## src/rtl/operand_fetch_pkg.sv

```systemverilog
// operand_fetch_pkg: shared widths and FSM encoding for the operand fetch stage
package operand_fetch_pkg;
  localparam int DATA_W = 32;
  localparam int ADDR_W = 5;
  localparam int TAG_W = 8;
  typedef enum logic [1:0] {IDLE = 2'd0, READ = 2'd1, VALID = 2'd2} state_e;
endpackage

```

## src/rtl/operand_forward_mux.sv

```systemverilog
// operand_forward_mux: picks live write > earlier forward > bank data for one operand
module operand_forward_mux
  import operand_fetch_pkg::*;
(
  input  logic [ADDR_W-1:0] src,
  input  logic [DATA_W-1:0] rf_data,
  input  logic              fwd_valid,
  input  logic [DATA_W-1:0] fwd_data,
  input  logic              wb_write_enable,
  input  logic [ADDR_W-1:0] wb_write_address,
  input  logic [DATA_W-1:0] wb_write_data,
  output logic [DATA_W-1:0] op,
  output logic              match
);
  always_comb begin
    match = wb_write_enable && wb_write_address == src;
    op = match ? wb_write_data : fwd_valid ? fwd_data : rf_data;
  end
endmodule

```

## src/rtl/operand_fetch.sv

```systemverilog
// operand_fetch: issues bank reads, forwards missed writes, hands operands to execute
module operand_fetch
  import operand_fetch_pkg::*;
(
  input  logic              clk,
  input  logic              rst_n,
  input  logic              in_valid,
  output logic              in_ready,
  input  logic [ADDR_W-1:0] in_src_a,
  input  logic [ADDR_W-1:0] in_src_b,
  input  logic [ADDR_W-1:0] in_dst,
  input  logic [TAG_W-1:0]  in_tag,
  output logic [ADDR_W-1:0] rf_read_addressA,
  output logic [ADDR_W-1:0] rf_read_addressB,
  input  logic [DATA_W-1:0] rf_read_dataA,
  input  logic [DATA_W-1:0] rf_read_dataB,
  input  logic              wb_write_enable,
  input  logic [ADDR_W-1:0] wb_write_address,
  input  logic [DATA_W-1:0] wb_write_data,
  output logic              out_valid,
  input  logic              out_ready,
  output logic [DATA_W-1:0] out_op_a,
  output logic [DATA_W-1:0] out_op_b,
  output logic [ADDR_W-1:0] out_dst,
  output logic [TAG_W-1:0]  out_tag
);
  state_e state, state_nx;
  logic accept, fwd_a, fwd_b, hit_a, hit_b;
  logic [ADDR_W-1:0] src_a, src_b;
  logic [DATA_W-1:0] fwd_data, sel_a, sel_b;

  always_ff @(posedge clk)
    if (!rst_n) state <= IDLE;
    else state <= state_nx;

  always_comb
    state_nx = accept ? READ :
               state == READ ? VALID :
               (state == VALID && !out_ready) ? VALID : IDLE;

  always_comb begin
    in_ready = rst_n && (state == IDLE || (state == VALID && out_ready));
    accept = in_valid && in_ready;
    out_valid = state == VALID;
    rf_read_addressA = accept ? in_src_a : src_a;
    rf_read_addressB = accept ? in_src_b : src_b;
  end

  operand_forward_mux u_mux_a (
    .src(src_a), .rf_data(rf_read_dataA), .fwd_valid(fwd_a), .fwd_data(fwd_data),
    .wb_write_enable(wb_write_enable), .wb_write_address(wb_write_address),
    .wb_write_data(wb_write_data), .op(sel_a), .match(hit_a)
  );

  operand_forward_mux u_mux_b (
    .src(src_b), .rf_data(rf_read_dataB), .fwd_valid(fwd_b), .fwd_data(fwd_data),
    .wb_write_enable(wb_write_enable), .wb_write_address(wb_write_address),
    .wb_write_data(wb_write_data), .op(sel_b), .match(hit_b)
  );

  // The bank's registered read misses a write at the accept edge, so remember it
  always_ff @(posedge clk)
    if (!rst_n) begin
      src_a <= '0;
      src_b <= '0;
      fwd_a <= 1'b0;
      fwd_b <= 1'b0;
      fwd_data <= '0;
      out_op_a <= '0;
      out_op_b <= '0;
      out_dst <= '0;
      out_tag <= '0;
    end else begin
      if (accept) begin
        src_a <= in_src_a;
        src_b <= in_src_b;
        fwd_a <= wb_write_enable && wb_write_address == in_src_a;
        fwd_b <= wb_write_enable && wb_write_address == in_src_b;
        fwd_data <= wb_write_data;
        out_dst <= in_dst;
        out_tag <= in_tag;
      end
      if (state == READ) begin
        out_op_a <= sel_a;
        out_op_b <= sel_b;
      end else if (state == VALID) begin
        if (hit_a) out_op_a <= wb_write_data;
        if (hit_b) out_op_b <= wb_write_data;
      end
    end
endmodule

```

## config.mk

```make
export PLATFORM = sky130hd
export DESIGN_NAME = operand_fetch
export DESIGN_NICKNAME = d
export VERILOG_FILES = /design/src/rtl/operand_fetch_pkg.sv /design/src/rtl/operand_forward_mux.sv /design/src/rtl/operand_fetch.sv
export SDC_FILE = /design/constraint.sdc
export NUM_CORES = 1
export LEC_CHECK = 0
export CAP_MARGIN = 20
export CORE_UTILIZATION = 45
export CTS_BUF_LIST = sky130_fd_sc_hd__clkbuf_4
export DETAILED_ROUTE_END_ITERATION = 10
export HOLD_SLACK_MARGIN = 0.02
export PLACE_DENSITY = 0.83
export SYNTH_ARGS = -nofsm -noshare
export SYNTH_HDL_FRONTEND = slang
export SYNTH_SLANG_ARGS = --single-unit
```

## constraint.sdc

```tcl
create_clock -name clk -period 2.15 [get_ports clk]
set_input_delay 0.43 -clock clk [delete_from_list [all_inputs] [get_ports clk]]
set_output_delay 0.43 -clock clk [all_outputs]
set_load 0.02 [all_outputs]
```

==> flow_metrics.tcl <==
set metrics [dict create \
    dieWidth_um 116 \
    final_cells 1096 \
    slew_headroom 0.680 \
    drc 0 \
    ys_top_cells_by_area "dfxtp_1 (42%), a221o_1 (11%), mux2i_1 (11%)" \
    worst_pin_slew_ns 0.480 \
    synth.ff_latch_count 123 \
    grt_pass1_vias 6291 \
    setup_viol 10 \
    timing.final.crit_period_ns 2.50 \
    pin_count 218 \
    fp.dieH_um 116 \
    post_drt_wl_per_cell_um 18.2 \
    hold_violations 0 \
    grt_use_total 0.304 \
    fin_tns_setup_ns -3.37 \
    path_max_fanout 7 \
    num_vias 6109 \
    antenna_cells 0 \
    cts-root-buf "clkbuf_4" \
    drtAntennaViolNets 0 \
    cp.required_ns 1.72 \
    synth_cell_types 27 \
    cts.clk_slew.worst_paths_ns 0.11 \
    min_path_type "in2reg" \
    clkSinkCount 123 \
    finalWorstSetupSlack_ns -0.345 \
    fmax_ghz 0.401 \
    dp_cells 1054 \
    p_leak_nw 3.16 \
    fin_nets 1043 \
    place_ws_ns -0.663 \
    cts.path.max_buffers 2 \
    worstSetupPathType "reg2out" \
    drive_gt1_frac 0.135 \
    cts_buffers 17 \
    slew_viol_final 0 \
    die_area_sq_um 13500 \
    fin_skew_ns 0.0152 \
    powerDensity_nw_per_um2 598 \
    hold_end "out_tag[0]" \
    setup.worst_path.end_class "output pin" \
    max-vdd-ir-drop_mv 0.461 \
    grt_overflow 0 \
    rr_worst_depth 8 \
    grt_pass1_wl_mm 31.4 \
    syn_area_per_cell_sq_um 8.64 \
    critPathArrivalTime_ns 2.07 \
    status "complete, but fails checks" \
    synth_top_area_cell "dfxtp_1" \
    grt_max_degree 46 \
    htreeDepth 4 \
    synth_fp_nets 813 \
    routed_wl_mm 20.0 \
    r2r-start "state[0]" \
    yosysTopAreaCellShare 0.419 \
    synth_area_sq_um 5880 \
    syn_inst 681 \
    synth_seq_area_share 0.419 \
    detail_route.first_pass.iterations 5 \
    fin_crit_sh 1.16 \
    grt_antenna_before_repair 0 \
    drtIter0Drc 564 \
    hold_depth 3 \
    cts_tree "yes" \
    io_buffer_count 217 \
    core_area_sq_um 12700 \
    globalplace.congestion 0.812 \
    drt-vias-per-instance 5.57 \
    min-delay-start "in_tag[0]" \
    start_kind "register" \
    num_rows 41 \
    dp_hpwl_mm 13.0 \
    violations "setup timing" \
    initial_core_util 0.464 \
    cap_violations 0 \
    rsz0062_at_grt "true" \
    area_growth_pct 49.6 \
    yosys_warnings 0 \
    worstReg2RegEnd "fwd_data[21]" \
    ff2ff_setup_slack_ns 0.16 \
    clock_latency_ns 0.54 \
]
-- sequential cells by signal (all words and copies together) (netlist names) --
| name | count |
|---|---|
| src_a | 5 |
| state | 2 |
| out_op_a | 32 |
| fwd_a | 1 |
| fwd_b | 1 |
| src_b | 5 |
| out_dst | 5 |
| fwd_data | 32 |
| out_op_b | 32 |
| out_tag | 8 |
-- critical path: stages (launching register included) --
cell and delay, ns:
dfxtp_2 0.35, inv_4 0.07, ha_4 0.16, a21oi_4 0.06, and3b_4 0.41, mux2_4 0.34
buf_6 0.13
-- kinds of logic (layout without fill, tap and decap cells) --
logic type	Yosys count	in the layout	synth area share
fa+ha+maj	3	3	0.00638
simple gates	279	280	0.202
mux	74	74	0.128
xor+xnor	20	20	0.0298
flops	123	123	0.419
buf+inv	67	309	0.0570
compound gates	115	115	0.158
-- stage by stage --
| stage | util | power (mW) | area, sq um | hold WS (ns) |
|---|---|---|---|---|
| final | 0.694 | 5.26 | 8800 | 0.422 |
| after global routing | 0.694 | 5.49 | 8800 | 0.381 |
| after CTS | 0.691 | 5.26 | 8750 | 0.379 |
| after detailed placement | 0.657 | 3.52 | 8330 | 0.439 |
| after global placement | 0.657 | 3.51 | 8330 | 0.434 |
| after floorplan | - | 2.97 | 5890 | 0.441 |
-- cells in the final DEF, fill, tap and decap left out, types with 2 or more instances in the layout --
cell type          n
a221o_1           64
and2_1            11
buf_4             56
buf_6             11
bufinv_16          3
clkbuf_4          19
clkdlybuf4s50_1  204
clkinv_1           2
clkinv_2           3
clkinvlp_4         4
dfxtp_1          119
dfxtp_2            3
ha_4               2
inv_4              2
mux2_4            10
mux2i_1           64
nand2_1          127
nand4_1            3
nor2_1            65
nor3_1            64
nor4_1             2
o21ai_1           47
o311a_4            2
or2_1              2
xnor2_1           12
xor2_1             8
-- cell type report --
class,count,area (sq um)
Multi-Input combinational cell,492,3180
Clock inverter,13,151
Inverter,3,16.3
Fill cell,1036,3870
Tap cell,172,215
Timing Repair Buffer,274,2620
Sequential cell,123,2470
Clock buffer,19,143
-- Yosys cell counts --
master and instances:
a21oi_1 1, mux2_1 10, buf_2 10, nor4_1 2, nand4_2 1, nor2b_1 2
mux2i_1 64, buf_4 1, nor2_1 65, or2_1 2, nand4_1 3, ha_1 3
a221o_1 64, xor2_1 8, dfxtp_1 123, inv_1 3, and2_1 11, buf_1 6
nor3_1 64, xnor2_1 12, and3b_1 1, o21ai_1 47, nand2_1 128, o21ai_0 1
clkbuf_1 38, o311a_4 2, buf_6 9
-- timing repair --
action,4_1_cts,5_1_grt
gates cloned,1,0
setup endpoints to repair,12,12
endpoints found under the hold margin,0,0
setup buffers,5,4
gates resized for setup,84,9
hold buffers,0,0
pin swaps,2,1
-- layer usage --
layer | track usage | vias to the layer above | share of wire
met5 | 0 | - | 0
met2 | 0.511 | 327 | 0.48
met1 | 0.364 | 2856 | 0.42
met3 | 0.0768 | 45 | 0.080
met4 | 0.144 | 0 | 0.024
li1 | - | 2881 | -
-- where the power goes --
group	internal [mW]	switching [mW]
Combinational	0.557	0.517
Clock	0.817	0.899
Sequential	2.39	0.0804
-- how the worst max path moves through the flow --
stage / from / endpoint / slack (ns) / cells after the start
2_1_floorplan: state[0] / rf_read_addressA[0] / 0.02 / 7
3_3_place_gp: out_ready / rf_read_addressB[0] / -0.64 / 5
3_5_place_dp: out_ready / rf_read_addressB[4] / -0.66 / 5
4_1_cts: state[0] / rf_read_addressA[3] / -0.37 / 6
5_1_grt: state[1] / rf_read_addressB[4] / -0.42 / 6
6_report: state[0] / rf_read_addressA[0] / -0.35 / 6
Power figures use the tool's default switching activity.
